### src/rtl/mem_arb_pkg.sv
// rtl/mem_arb_pkg.sv - shared state encodings, grant ids and timeout default for the memory port arbiter
package mem_arb_pkg;

    typedef enum logic [1:0] {
        ST_IDLE    = 2'd0,
        ST_ISSUE   = 2'd1,
        ST_WAIT    = 2'd2,
        ST_RELEASE = 2'd3
    } arb_state_t;

    localparam logic [7:0] TIMEOUT_DEFAULT = 8'd255;

    localparam logic GNT_A = 1'b0;
    localparam logic GNT_B = 1'b1;

endpackage

### src/rtl/rr_pick2.sv
// rtl/rr_pick2.sv - two-way round-robin pick; on a tie the requester not granted last wins
module rr_pick2
    import mem_arb_pkg::*;
(
    input  logic [1:0] req,
    input  logic       last,
    output logic       grant
);

    always_comb begin
        grant = GNT_A;
        if (req == 2'b11)
            grant = ~last;
        else if (req[1])
            grant = GNT_B;
    end

endmodule

### src/rtl/mem_port_arbiter.sv
// rtl/mem_port_arbiter.sv - arbitrates two requesters onto one memory-controller port with ack timeout
module mem_port_arbiter
    import mem_arb_pkg::*;
#(
    parameter logic [7:0] TIMEOUT = TIMEOUT_DEFAULT
) (
    input  logic        MCU_CLK,
    input  logic        RST_SYS,
    input  logic        a_act,
    input  logic        b_act,
    input  logic        a_we,
    input  logic        b_we,
    input  logic [31:0] a_addr,
    input  logic [31:0] b_addr,
    input  logic [31:0] a_wdata,
    input  logic [31:0] b_wdata,
    input  logic [3:0]  a_we_array,
    input  logic [3:0]  b_we_array,
    output logic        a_ack,
    output logic        b_ack,
    output logic        a_err,
    output logic        b_err,
    output logic [31:0] rdata,
    output logic [31:0] mem_addr,
    output logic        mem_we,
    output logic [3:0]  mem_we_array,
    output logic [31:0] mem_dataintomem,
    output logic        mem_do_act,
    input  logic        mem_ack,
    input  logic [31:0] mem_datafrommem,
    output logic        busy
);

    arb_state_t  state;
    logic        last_gnt;
    logic        gnt_id;
    logic        pick;
    logic [7:0]  wait_cnt;
    logic        lat_we;
    logic [31:0] lat_addr;
    logic [31:0] lat_wdata;
    logic [3:0]  lat_be;

    rr_pick2 u_rr_pick2 (
        .req   ({b_act, a_act}),
        .last  (last_gnt),
        .grant (pick)
    );

    assign busy = (state != ST_IDLE);

    always_ff @(posedge MCU_CLK) begin
        if (RST_SYS) begin
            state           <= ST_IDLE;
            last_gnt        <= GNT_B;
            gnt_id          <= GNT_A;
            wait_cnt        <= 8'd0;
            lat_we          <= 1'b0;
            lat_addr        <= 32'd0;
            lat_wdata       <= 32'd0;
            lat_be          <= 4'd0;
            a_ack           <= 1'b0;
            b_ack           <= 1'b0;
            a_err           <= 1'b0;
            b_err           <= 1'b0;
            rdata           <= 32'd0;
            mem_addr        <= 32'd0;
            mem_we          <= 1'b0;
            mem_we_array    <= 4'd0;
            mem_dataintomem <= 32'd0;
            mem_do_act      <= 1'b0;
        end else begin
            a_ack <= 1'b0;
            b_ack <= 1'b0;
            a_err <= 1'b0;
            b_err <= 1'b0;
            case (state)
                ST_IDLE: begin
                    if (a_act || b_act) begin
                        gnt_id <= pick;
                        if (pick == GNT_B) begin
                            lat_we    <= b_we;
                            lat_addr  <= b_addr;
                            lat_wdata <= b_wdata;
                            lat_be    <= b_we_array;
                        end else begin
                            lat_we    <= a_we;
                            lat_addr  <= a_addr;
                            lat_wdata <= a_wdata;
                            lat_be    <= a_we_array;
                        end
                        state <= ST_ISSUE;
                    end
                end
                ST_ISSUE: begin
                    mem_do_act      <= 1'b1;
                    mem_addr        <= lat_addr;
                    mem_we          <= lat_we;
                    mem_we_array    <= lat_be;
                    mem_dataintomem <= lat_wdata;
                    wait_cnt        <= 8'd0;
                    state           <= ST_WAIT;
                end
                ST_WAIT: begin
                    // mem_ack is tested first so a late ack beats the timeout in the same cycle
                    if (mem_ack) begin
                        mem_do_act      <= 1'b0;
                        mem_dataintomem <= 32'd0;
                        if (!mem_we)
                            rdata <= mem_datafrommem;
                        a_ack <= (gnt_id == GNT_A);
                        b_ack <= (gnt_id == GNT_B);
                        state <= ST_RELEASE;
                    end else if (wait_cnt == TIMEOUT) begin
                        mem_do_act      <= 1'b0;
                        mem_dataintomem <= 32'd0;
                        a_err <= (gnt_id == GNT_A);
                        b_err <= (gnt_id == GNT_B);
                        state <= ST_RELEASE;
                    end else begin
                        wait_cnt <= wait_cnt + 8'd1;
                    end
                end
                ST_RELEASE: begin
                    last_gnt <= gnt_id;
                    state    <= ST_IDLE;
                end
                default: state <= ST_IDLE;
            endcase
        end
    end

endmodule

### config.mk
export PLATFORM = sky130hd
export DESIGN_NAME = mem_port_arbiter
export DESIGN_NICKNAME = d
export VERILOG_FILES = /design/src/rtl/mem_arb_pkg.sv /design/src/rtl/rr_pick2.sv /design/src/rtl/mem_port_arbiter.sv
export SDC_FILE = /design/constraint.sdc
export NUM_CORES = 1
export LEC_CHECK = 0
export BUFFER_PORTS_ARGS = -buffer_cell sky130_fd_sc_hd__buf_2
export CAP_MARGIN = 40
export CORE_UTILIZATION = 53
export CTS_BUF_LIST = sky130_fd_sc_hd__clkbuf_4 sky130_fd_sc_hd__clkbuf_8 sky130_fd_sc_hd__clkbuf_16
export DETAILED_ROUTE_END_ITERATION = 7
export PLACE_DENSITY = 0.82
export SYNTH_ARGS = -nofsm -noshare
export SYNTH_HDL_FRONTEND = slang
export SYNTH_SLANG_ARGS = --single-unit
export TNS_END_PERCENT = 10
### constraint.sdc
create_clock -name MCU_CLK -period 4.1 [get_ports MCU_CLK]
set_input_delay 1.025 -clock MCU_CLK [delete_from_list [all_inputs] [get_ports MCU_CLK]]
set_output_delay 1.025 -clock MCU_CLK [all_outputs]
set_load 0.05 [all_outputs]
# After elaboration in Yosys (flattened, before gate mapping)

Index checks and enable logic that the tools add are counted.

Flip-flop bits (word level): 187
Input bits: 175
Output and inout bits: 107
Logic and storage cells: 64

Equal/unequal tests: 9
Mux-type cells: 19
Add/sub/neg operators: 1
Bitwise gates (word level): 6
Reduce and logical (&&, ||, !) cells: 11

Operators by type and width:

| cell                  | number |
|---|---|
| $mux W32              | 4 |
| $pmux W32 S2          | 1 |
| $mux W8               | 2 |
| $pmux W8 S2           | 1 |
| $add A8 B1 Y8 const B | 1 |
| $eq A8 B8 Y1 const B  | 1 |
| $pmux W2 S4           | 1 |
| $eq A2 B2 Y1 const B  | 3 |
| $mux W2               | 3 |
| $ne A2 B2 Y1 const B  | 3 |
| $not A1 Y1            | 6 |
| $reduce_and A2 Y1     | 3 |
| $reduce_and A3 Y1     | 2 |
| $mux W1               | 5 |
| $mux W4               | 1 |
| $reduce_bool A2 Y1    | 2 |
| $reduce_or A4 Y1      | 1 |
| $ne A3 B3 Y1 const B  | 1 |
| $reduce_or A3 Y1      | 1 |
| $eq A2 B1 Y1 const B  | 1 |
| $logic_not A2 Y1      | 1 |
| $pmux W1 S2           | 1 |
| $logic_or A1 B1 Y1    | 1 |

# Longest topological paths before layout

Gate-level depths: netlist of run 1.

Depth in word-level cells: 4
Mapped depth: 9
Mapped depth without buffers: 6

# Cells and area by module

Synthesis of run 1 repeated with hierarchy kept, for this count alone.

Cell total of the unflattened synthesis: 803
Area, all modules: 7,627.3 µm²

By module, submodules not included:

| module           | area each (µm²) | instances | cells an instance | sequential area each (µm²) |
|---|---|---|---|---|
| mem_port_arbiter | 7,616.1         | 1         | 802               | 3,743.6 |
| rr_pick2         | 11.3            | 1         | 1                 | 0.0 |

# Least setup slack after synthesis of run 1

No wires, ideal clock.

Path kind: input-to-reg
From: input RST_SYS
To: register wait_cnt[5]
Buffers on the path: 1
Slack: 2.088 ns
Data arrival time: 1.925 ns
Data required time: 4.013 ns
Setup time: 0.087 ns
Cell stages on the path: 5
Path through: buf_2 > and4bb_2 > o21ai_2 > or3_1 > o31ai_1

RTL lines:

| item                   | line                    | text |
|---|---|---|
| start: declaration     | mem_port_arbiter.sv:8   | `input logic RST_SYS,` |
| end signal: assignment | mem_port_arbiter.sv:121 | `wait_cnt <= wait_cnt + 8'd1;` |
| end: declaration       | mem_port_arbiter.sv:38  | `logic [7:0] wait_cnt;` |

# Worst setup path in the final report of run 1

From: register state[0]
To: output busy

Cells in the longest elaborated chain, start to end: 1

RTL lines:

| item                     | line                    | text |
|---|---|---|
| start: declaration       | mem_port_arbiter.sv:34  | `arb_state_t state;` |
| start signal: assignment | mem_port_arbiter.sv:54  | `state <= ST_IDLE;` |
| start signal: assignment | mem_port_arbiter.sv:92  | `state <= ST_ISSUE;` |
| start signal: assignment | mem_port_arbiter.sv:102 | `state <= ST_WAIT;` |
| $reduce_bool A2 Y1       | mem_port_arbiter.sv:50  | `assign busy = (state != ST_IDLE);` |
| end: declaration         | mem_port_arbiter.sv:31  | `output logic busy` |

Every way passes these cells.

==> out/results.md, run 1 <==
| Quantity | Reported |
|:---|:---|
| Hold violation total from the final report | 0 |
| TritonCTS sink count | 187 |
| Final Wtd Congestion | 0.772 |
| NumNets Final | 1229 |
| Final number of max-transition violations | 0 |
| CP endpoint kind | primary output |
| Via count | 6572 |
| Cell chosen for the clock root | sky130_fd_sc_hd__clkbuf_16 |
| Largest net degree at the start of global routing | 71 |
| Worst Skew | 4.84 ps |
| Pleak | 0.00419 uW |
| Final core utilization | 0.688 |
| Actual transition at the worst max-transition pin | 790 ps |
| Overall power after layout | 6960 uW |
| Count of nets left with antenna violations after detail routing | 0 |
| Share of the cycle needed by the critical path after routing | 0.629 |
| Arrival time of the worst setup path | 1560 ps |
| Clk Latency, worst-skew pair | 420 ps |
| Num CTS Buffers | 17 |
| Total wirelength of the detailed-routed design | 18400 um |
| Switching pwr | 2850 uW |
| TritonCTS clock tree | yes |
| Global-route wire length before repair | 29200 um |
| Peak supply drop | 0.355 mV |
| Worst rel slew slack | 0.472 |
| Final critical-path required period | 2580 ps |
| Die Area | 14800 um^2 |
| Core area | 13900 um^2 |
| Diode insertion count for antenna repair | 0 |
| Wire length per cell | 14.8 um |
| Setup Buffers After CTS | 0 |
| Flip-flop and latch count after synthesis | 187 |
| Outcome | finished, final reports clean |
| Worst Path Required | 3070 ps |
| Post-Route Hold Slack | 450 ps |
| DR iter-0 viols | 293 |
| Setup crit start kind | flop |
| Synthesis Warnings | 0 |
| Maximum clock path buffer count | 2 |
| Classification of the worst setup path | flop to primary output |
| Power density over the cells | 726 nW/um^2 |
| Post-cts gate resize count | 0 |
| Count of H-tree levels built during CTS | 4 |
| Number of placed I/O pins | 282 |
| Clock network fraction of design power | 0.225 |
| FILL cells | 1159 |
| Number of placement rows | 43 |
| Global-route total usage across every layer | 0.252 |
| Y dimension of the die | 122 um |
| Clock edge transition at the registers on the reported setup and hold paths | 60 ps |
| Cell taking the most area after synthesis | sky130_fd_sc_hd__dfxtp_1 |
| Register-to-register path setup slack | 1870 ps |
| Number of antenna violations at the first check in global routing | 0 |
| Half-perimeter wire length of the detailed placement result | 12600 um |
| Portion of synthesized cell area occupied by the leading cell type | 0.493 |
| Setup TNS | 0 ps |
| Sequential share of power | 0.360 |
| Highest fanout seen on the critical path | 5 |
| Residual DRC count | 0 |
| Library cell with the highest instance count after synthesis | sky130_fd_sc_hd__dfxtp_1 |
| Mean instance size in the synthesized netlist | 9.41 um^2 |
| Hold Crit Class | flop to flop |
| Comb power frac | 0.416 |
| Mapped Cells | 806 |
| Die outline width | 122 um |
| Distinct cells, synth | 46 |
| Final setup violating endpoints | 0 |
| Pre-CTS setup slack | 1320 ps |
| Vias in the first global route | 5991 |
| Netlist area before placement | 7590 um^2 |
| Synth Net Count | 986 |
| Buffers added on ports | 281 |
| Hold Buf Count CTS | 0 |
| Top cells by instance count after synthesis | sky130_fd_sc_hd__dfxtp_1, sky130_fd_sc_hd__nor2_1, sky130_fd_sc_hd__mux2i_1 |
| Max-cap violation count | 0 |
| P&R area growth vs syn | 26.4% |
| Internal power consumption | 4100 uW |
| EDFF count, synth | 0 |
| Post-synth top flop | sky130_fd_sc_hd__dfxtp_1 |
| Ratio of routed vias to standard cells | 5.29 |
| FFs w/ async S/R, synth | 0 |
| Share of cells above drive strength 1 | 0.319 |
| Net switching fraction of the power | 0.410 |
| Leftover overflow at the end of global routing | 0 |
| Crit path setup slack, layout | 1520 ps |
| Effective utilization at floorplan | 0.544 |
| Max Clock Freq | 388 MHz |
| Count of TritonRoute iterations in the first routing pass | 4 |
| Setup repair after global routing missed its margin | no |
| Fraction of the yosys area taken by sequential cells | 0.493 |
| Largest cells by area after synthesis | sky130_fd_sc_hd__dfxtp_1, sky130_fd_sc_hd__mux2i_1, sky130_fd_sc_hd__a211oi_1 |
-- final timing paths --
check,start,endpoint,cells past startpoint
setup / recovery,state[0],busy,4
hold / removal,rdata[8],rdata[8],2
setup reg to reg,state[0],lat_addr[11],6
hold reg to reg,rdata[8],rdata[8],2
-- flip-flops by register name (all words and copies together), names as in the netlist, 2 cells and up --
signal,cells
lat_addr,32
lat_wdata,32
mem_addr,32
mem_dataintomem,32
rdata,32
wait_cnt,8
lat_be,4
mem_we_array,4
state,2
-- critical path, stage by stage, from the launching register on --
cell                      delay, ps
sky130_fd_sc_hd__dfxtp_1        390
sky130_fd_sc_hd__inv_1          100
sky130_fd_sc_hd__ha_1           320
sky130_fd_sc_hd__inv_1           80
sky130_fd_sc_hd__buf_2          250
-- layer usage --
metal,share of wire,global-route usage,vias to the layer above
met3,0.064,0.0702,26
li1,-,-,3317
met4,0.019,0.106,0
met5,0,0,-
met2,0.49,0.428,224
met1,0.43,0.299,3005
-- through the flow --
step	std cells	area, um^2
final	1242	9590
after global routing	1242	9590
after CTS	1242	9590
after detailed placement	1210	9010
after global placement	1208	8970
after floorplan	806	7590
-- cell usage in the layout, fill, tap and decap left out, types with 4 or more instances in the layout --
cell type                   count
sky130_fd_sc_hd__buf_2        280
sky130_fd_sc_hd__dfxtp_1      187
sky130_fd_sc_hd__nor2_1       109
sky130_fd_sc_hd__mux2i_1      108
sky130_fd_sc_hd__nand2_1       73
sky130_fd_sc_hd__a21oi_1       70
sky130_fd_sc_hd__a211oi_1      66
sky130_fd_sc_hd__nand3b_1      33
sky130_fd_sc_hd__o21ai_1       30
sky130_fd_sc_hd__clkbuf_16     17
sky130_fd_sc_hd__buf_4          9
sky130_fd_sc_hd__inv_1          7
sky130_fd_sc_hd__o21ai_0        7
sky130_fd_sc_hd__ha_1           4
sky130_fd_sc_hd__clkinv_2       4
-- cells by family (layout without fill, tap and decap cells) --
kind of cell,after synthesis,in the layout,synth area share
buf+inv,77,333,0.0531
fa+ha+maj,5,5,0.00825
mux,108,108,0.142
compound gates,189,189,0.157
flops,187,187,0.493
simple gates,240,240,0.146
-- power groups by stage --
stage               combinational, uW  sequential [uW]  clock (uW)
finish                           2890             2500        1560
global route                     3140             2560        1690
CTS                              2910             2500        1600
detailed placement               2890             2540           0
global placement                 2780             2520           0
floorplan                        1600             3130           0
-- cell type report --
cell class,instances,area [um^2],share of cell area
clock buffer,22,482,0.0502
clock inverter,10,90.1,0.00940
inverter,8,30.0,0.00313
multi-input combinational,542,3460,0.361
sequential,187,3740,0.390
tap,180,225,0.0235
timing repair buffer,293,1550,0.162
(Power assumes the default switching activity.)
==> run 2, diff against run 1 <==
- CORE_UTILIZATION: 53 -> 49
- PLACE_DENSITY: 0.82 -> 0.77
- clock period: 4.1 -> 2.6 ns (I/O delays scaled with it)
==> run 2 against run 1 <==
Effect of this change:
- combinational power is 61% higher
- cell count rose by 1.3%
- register-to-register slack got worse by 1300 ps
- clock power increased by 80%
- critical path depth stayed put
- die area increased by 8.0%
- design area rose by 2.1%
- sequential cell count unchanged
- first-iteration DRC count up 2.0%
- clock skew grew 6.7 ps
- utilization decreased by 4.2 points
- largest cell class unchanged
- largest power group unchanged
- highest routed layer unchanged
==> out/results.md, run 2 (synthesis gave the netlist of run 1 again) <==
| Quantity | Reported |
|:---|:---|
| Outcome | finished, final reports clean |
| Total wirelength of the detailed-routed design | 18300 um |
| Ratio of routed vias to standard cells | 5.18 |
| Hold violation total from the final report | 0 |
| Via count | 6516 |
| Reg-to-reg critical path startpoint | state[0] |
| Commonest cells after routing, fill and taps aside | sky130_fd_sc_hd__buf_2, sky130_fd_sc_hd__dfxtp_1, sky130_fd_sc_hd__nor2_1 |
| TritonCTS sink count | 187 |
| Share of cells above drive strength 1 | 0.324 |
| Leftover overflow at the end of global routing | 0 |
| Instance area at placement | 9150 um^2 |
| Highest fanout seen on the critical path | 5 |
| Max-cap violation count | 0 |
| Global-route wire length before repair | 29400 um |
| Residual DRC count | 0 |
| Largest net degree at the start of global routing | 151 |
| Classification of the worst setup path | flop to primary output |
| Pleak | 0.00429 uW |
| Most common cell after layout, fill and taps aside | sky130_fd_sc_hd__buf_2 |
| Worst rel slew slack | 0.555 |
| Final critical-path required period | 2160 ps |
| Vias in the first global route | 5942 |
| Core area | 15100 um^2 |
| CP endpoint kind | primary output |
| Wire length per cell | 14.5 um |
| Setup Buffers After CTS | 0 |
| Count of TritonRoute iterations in the first routing pass | 4 |
| Reg2reg end | wait_cnt[5] |
| Length in cells of the worst reg-to-reg path | 7 |
| Setup TNS | 0 ps |
| Clock edge transition at the registers on the reported setup and hold paths | 70 ps |
| Start point of the critical path | state[0] |
| NumNets Final | 1238 |
| Number of placement rows | 45 |
| Clk Latency, worst-skew pair | 420 ps |
| Final setup violating endpoints | 0 |
| Number of antenna violations at the first check in global routing | 0 |
| Cell chosen for the clock root | sky130_fd_sc_hd__clkbuf_16 |
| Arrival time of the worst setup path | 1510 ps |
| Final Wtd Congestion | 0.767 |
| Max Clock Freq | 464 MHz |
| Share of the cycle needed by the critical path after routing | 0.829 |
| Die Area | 16000 um^2 |
| Non-Filler Cell Area, Final | 9790 um^2 |
| TritonCTS clock tree | yes |
| Register-to-register path setup slack | 580 ps |
| Setup crit start kind | flop |
| Count of H-tree levels built during CTS | 4 |
| Buffers added on ports | 281 |
| DR iter-0 viols | 299 |
| Global-route total usage across every layer | 0.230 |
| Post-cts gate resize count | 0 |
| Hold Buf Count CTS | 0 |
| Maximum clock path buffer count | 2 |
| Peak supply drop | 0.642 mV |
| Effective utilization at floorplan | 0.501 |
| Count of nets left with antenna violations after detail routing | 0 |
| Final number of max-transition violations | 0 |
| Worst Path Required | 1950 ps |
| P&R area growth vs syn | 29.0% |
| Timing endpoint of the critical path | busy |
| Num CTS Buffers | 17 |
| Number of placed I/O pins | 282 |
| Power density over the cells | 1170 nW/um^2 |
| Y dimension of the die | 126 um |
| Hold Crit Class | flop to flop |
| Die outline width | 126 um |
| Actual transition at the worst max-transition pin | 668 ps |
| Half-perimeter wire length of the detailed placement result | 12500 um |
| Setup repair after global routing missed its margin | no |
| Worst Skew | 11.6 ps |
| Diode insertion count for antenna repair | 0 |
==> run 2: per-stage QoR <==
stage | total power, uW | utilization | worst slack, ps | hold WS [ps] | std cells
detailed placement | 8680 | 0.604 | 475 | 443 | 1227
CTS | 11500 | 0.646 | 421 | 438 | 1258
global placement | 8490 | 0.601 | 491 | 438 | 1225
floorplan | 7460 | - | 963 | 442 | 806
global route | 12100 | 0.646 | 368 | 453 | 1258
finish | 11400 | 0.646 | 444 | 451 | 1258
==> run 2: final cells by class <==
class                   instances  area [um^2]
flip-flops and latches        187         3740
clock buffers                  17          425
fillers                      1290         5360
clock inverters                14          216
inverters                       8         30.0
multi-input cells             542         3460
well taps                     188          235
repair buffers                302         1670
==> run 2: worst min-delay path by stage <==
stage,depth (start not counted),endpoint,slack [ps],from
after floorplan,2,last_gnt,440,last_gnt
after global placement,2,rdata[31],440,rdata[31]
after detailed placement,2,rdata[31],440,rdata[31]
after CTS,2,b_err,440,mem_ack
after global routing,3,rdata[19],450,mem_datafrommem[19]
final,2,rdata[31],450,rdata[31]
==> run 2: power by group <==
group	total (uW)	switching (uW)	internal (uW)	leakage [uW]
logic	4660	3110	1550	0.00244
clock network	2810	1100	1710	0.000314
registers	3960	367	3590	0.00153
total	11400	4580	6850	0.00429
==> run 2: layer usage <==
layer  up-vias  part of all wire  GRT usage
met5         -                 0          0
met4         0            0.0094     0.0581
met3        13             0.060     0.0599
met2       222              0.49      0.396
met1      2961              0.45      0.286
li1       3320                 -          -
==> run 2: worst max-delay path, stage by stage (launching register included) <==
cell,delay [ps]
sky130_fd_sc_hd__dfxtp_1,380
sky130_fd_sc_hd__inv_1,90
sky130_fd_sc_hd__ha_1,300
sky130_fd_sc_hd__inv_1,80
sky130_fd_sc_hd__buf_2,250
==> run 3, diff against run 2 <==
- ABC_AREA: not set -> 1
- clock period: 2.6 -> 2.1 ns (I/O delays scaled with it)
==> run 3 against run 2 <==
Effect of this change:
- critical path depth did not move
- clock skew decreased by 4.0 ps
- total power grew 24%
- utilization is 0.10 points higher
- design area is 3.9% lower
==> out/results.md, run 3 <==
| Quantity | Reported |
|:---|:---|
| Outcome | finished, final reports clean |
| Total wirelength of the detailed-routed design | 20300 um |
| NumNets Final | 1386 |
| Register-to-register path setup slack | 340 ps |
| Fraction of the yosys area taken by sequential cells | 0.512 |
| Non-Filler Cell Area, Final | 9410 um^2 |
| Setup TNS | 0 ps |
| Number of placement rows | 44 |
| Leftover overflow at the end of global routing | 0 |
| Final critical-path required period | 2000 ps |
| Mapped Cells | 958 |
| Pre-CTS setup slack | 374 ps |
| Die Area | 15400 um^2 |
| Commonest cells after routing, fill and taps aside | sky130_fd_sc_hd__buf_2, sky130_fd_sc_hd__nand2_1, sky130_fd_sc_hd__dfxtp_1 |
| Wire length per cell | 14.5 um |
| Largest net degree at the start of global routing | 98 |
| Flip-flop and latch count after synthesis | 187 |
| Arrival time of the worst setup path | 1480 ps |
| Worst Skew | 7.56 ps |
| Half-perimeter wire length of the detailed placement result | 13600 um |
| Share of cells above drive strength 1 | 0.286 |
| Largest cells by area after synthesis | sky130_fd_sc_hd__dfxtp_1, sky130_fd_sc_hd__nand2_1, sky130_fd_sc_hd__nor2_1 |
| Setup repair after global routing missed its margin | no |
| Hold violation total from the final report | 0 |
| Library cell with the highest instance count after synthesis | sky130_fd_sc_hd__nand2_1 |
| Pleak | 0.00452 uW |
| Effective utilization at floorplan | 0.503 |
| Global-route wire length before repair | 31100 um |
| Cell total after placement | 1371 |
| Worst-path cell with the longest stage delay | sky130_fd_sc_hd__dfxtp_1 |
| Dominant combinational cell family by area after synthesis | simple AND/OR/NAND/NOR gates |
| Max-cap violation count | 0 |
| Num CTS Buffers | 17 |
| Critical-path cell list | inv_1 -> ha_1 -> inv_1 -> buf_4 |
| Hold Buf Count CTS | 0 |
| TritonCTS clock tree | yes |
| Largest stage delay, worst path | 360 ps |
| Count of nets left with antenna violations after detail routing | 0 |
| Max Clock Freq | 500 MHz |
| Cell chosen for the clock root | sky130_fd_sc_hd__clkbuf_16 |
| Core area | 14500 um^2 |
| Adder-cell share of the synthesized area | 0.00856 |
| Final non-filler cell total | 1403 |
| Number of antenna violations at the first check in global routing | 2 |
| Actual transition at the worst max-transition pin | 482 ps |
| FFs w/ async S/R, synth | 0 |
| Post-synthesis simple-gate area fraction | 0.222 |
| Via count | 7309 |
| Power density over the cells | 1500 nW/um^2 |
| Most common cell after layout, fill and taps aside | sky130_fd_sc_hd__buf_2 |
| Number of placed I/O pins | 282 |
| Post-synth top flop | sky130_fd_sc_hd__dfxtp_1 |
| Vias in the first global route | 6388 |
| Portion of synthesized cell area occupied by the leading cell type | 0.512 |
| Count of TritonRoute iterations in the first routing pass | 6 |
| Global-route total usage across every layer | 0.261 |
| Final number of max-transition violations | 0 |
| Post-synthesis compound-gate area fraction | 0.192 |
| Share of the cycle needed by the critical path after routing | 0.953 |
| Worst rel slew slack | 0.679 |
| Residual DRC count | 0 |
| Cell taking the most area after synthesis | sky130_fd_sc_hd__dfxtp_1 |
| Area of the multi-input gates | 3090 um^2 |
| Clock edge transition at the registers on the reported setup and hold paths | 70 ps |
| EDFF count, synth | 0 |
| Count of H-tree levels built during CTS | 4 |
| FILL cells | 1283 |
| Die outline width | 124 um |
| Routed met2 length | 9390 um |
| Length in cells of the worst reg-to-reg path | 9 |
| Start point of the worst hold path | mem_datafrommem[16] |
| Final Wtd Congestion | 0.891 |
| Share of cell area taken by muxes after synthesis | 0 |
| Number of instances on the worst hold path | 3 |
| Distinct cells, synth | 25 |
| Ratio of routed vias to standard cells | 5.21 |
| Total area of sequential cells | 3740 um^2 |
| Most common cell type on the critical path | sky130_fd_sc_hd__inv_1 |
| Highest fanout seen on the critical path | 4 |
| TritonCTS sink count | 187 |
| Buffers added on ports | 281 |
| Setup crit start kind | flop |
| Reg-to-reg critical path startpoint | state[0] |
| Synthesis Warnings | 0 |
| Reg2reg end | mem_dataintomem[25] |
| CP endpoint kind | primary output |
| Xor and xnor fraction of the mapped netlist area | 0 |
| Maximum clock path buffer count | 2 |
| Mean instance size in the synthesized netlist | 7.63 um^2 |
| Netlist area before placement | 7310 um^2 |
| Worst Path Required | 1570 ps |
| Hold path endpoint | rdata[16] |
| Met3 layer wire length in the routed design | 1380 um |
| Instance area at placement | 8800 um^2 |
| Synth Net Count | 1138 |
| Routed metal-1 wirelength | 8650 um |
| Final setup violating endpoints | 0 |
| Clk Latency, worst-skew pair | 430 ps |
| Top cells by instance count after synthesis | sky130_fd_sc_hd__nand2_1, sky130_fd_sc_hd__dfxtp_1, sky130_fd_sc_hd__nor2_1 |
| Overall power after layout | 14100 uW |
| Hold Crit Class | input pin to flop |
| DR iter-0 viols | 565 |
| Classification of the worst setup path | flop to primary output |
| Crit path setup slack, layout | 98.8 ps |
| Peak supply drop | 0.709 mV |
| Top routing layer used | met4 |
| P&R area growth vs syn | 28.7% |
| Y dimension of the die | 124 um |
-- run 3: changes by cell type after synthesis, sizes merged, moves of 7 or more --
cell / delta
a211oi: -69
a21oi: -30
a31oi: +69
buf: -7
clkbuf: +12
inv: +20
mux2i: -108
nand2: +127
nand3: +41
nand3b: -32
nor2: +50
o21ai: +107
-- run 3: cell families (layout without fill, tap and decap cells) --
logic type,Yosys count,in the layout
AOI/OAI and AO/OA,257,257
adders and majority gates,5,5
buffers and inverters,101,360
DFF,187,187
other,0,2
and+or+nand+nor,408,408
-- run 3: critical path, delay by kind of cell, from the launching register on --
kind	cells	cell delay (ps)
adder cells (fa/ha/maj)	1	260
buffers and inverters	3	440
flip-flops	1	360
-- run 3: what timing repair did --
| item | CTS | global route |
|---|---|---|
| setup endpoints to repair | 0 | 1 |
| resized for setup | 0 | 2 |
| buffers inserted | 0 | 0 |
-- run 3: where the power goes --
part,leakage (uW),switching (uW),internal [uW]
registers,0.00154,496,4560
clock network,0.000295,1290,1990
logic,0.00269,4280,1510
total,0.00452,6060,8060
-- run 3: final cells by class --
type / instances / area share
flip-flops and latches: 187 / 0.398
multi-input cells: 670 / 0.328
repair buffers: 303 / 0.174
clock buffers: 23 / 0.0520
well taps: 184 / 0.0245
clock inverters: 7 / 0.0122
inverters: 27 / 0.0109
diodes: 2 / 0.000532
-- run 3: how the worst max path moves through the flow --
stage | startpoint | end | cells after the start
finish | state[0] | busy | 4
detailed placement | state[0] | mem_dataintomem[22] | 9
global route | state[0] | busy | 4
floorplan | state[0] | lat_addr[30] | 8
CTS | state[0] | busy | 4
global placement | RST_SYS | lat_wdata[27] | 5
-- run 3: metal layers --
metal	track usage	vias to the layer above
met4	0.151	0
li1	-	3681
met3	0.0495	49
met1	0.329	3288
met5	0	-
met2	0.415	291
-- run 3: through the flow --
stage | utilization | hold WS [ps]
5_1_grt | 0.647 | 322
4_1_cts | 0.647 | 303
6_report | 0.647 | 312
3_3_place_gp | 0.605 | 445
2_1_floorplan | - | 427
3_5_place_dp | 0.605 | 451
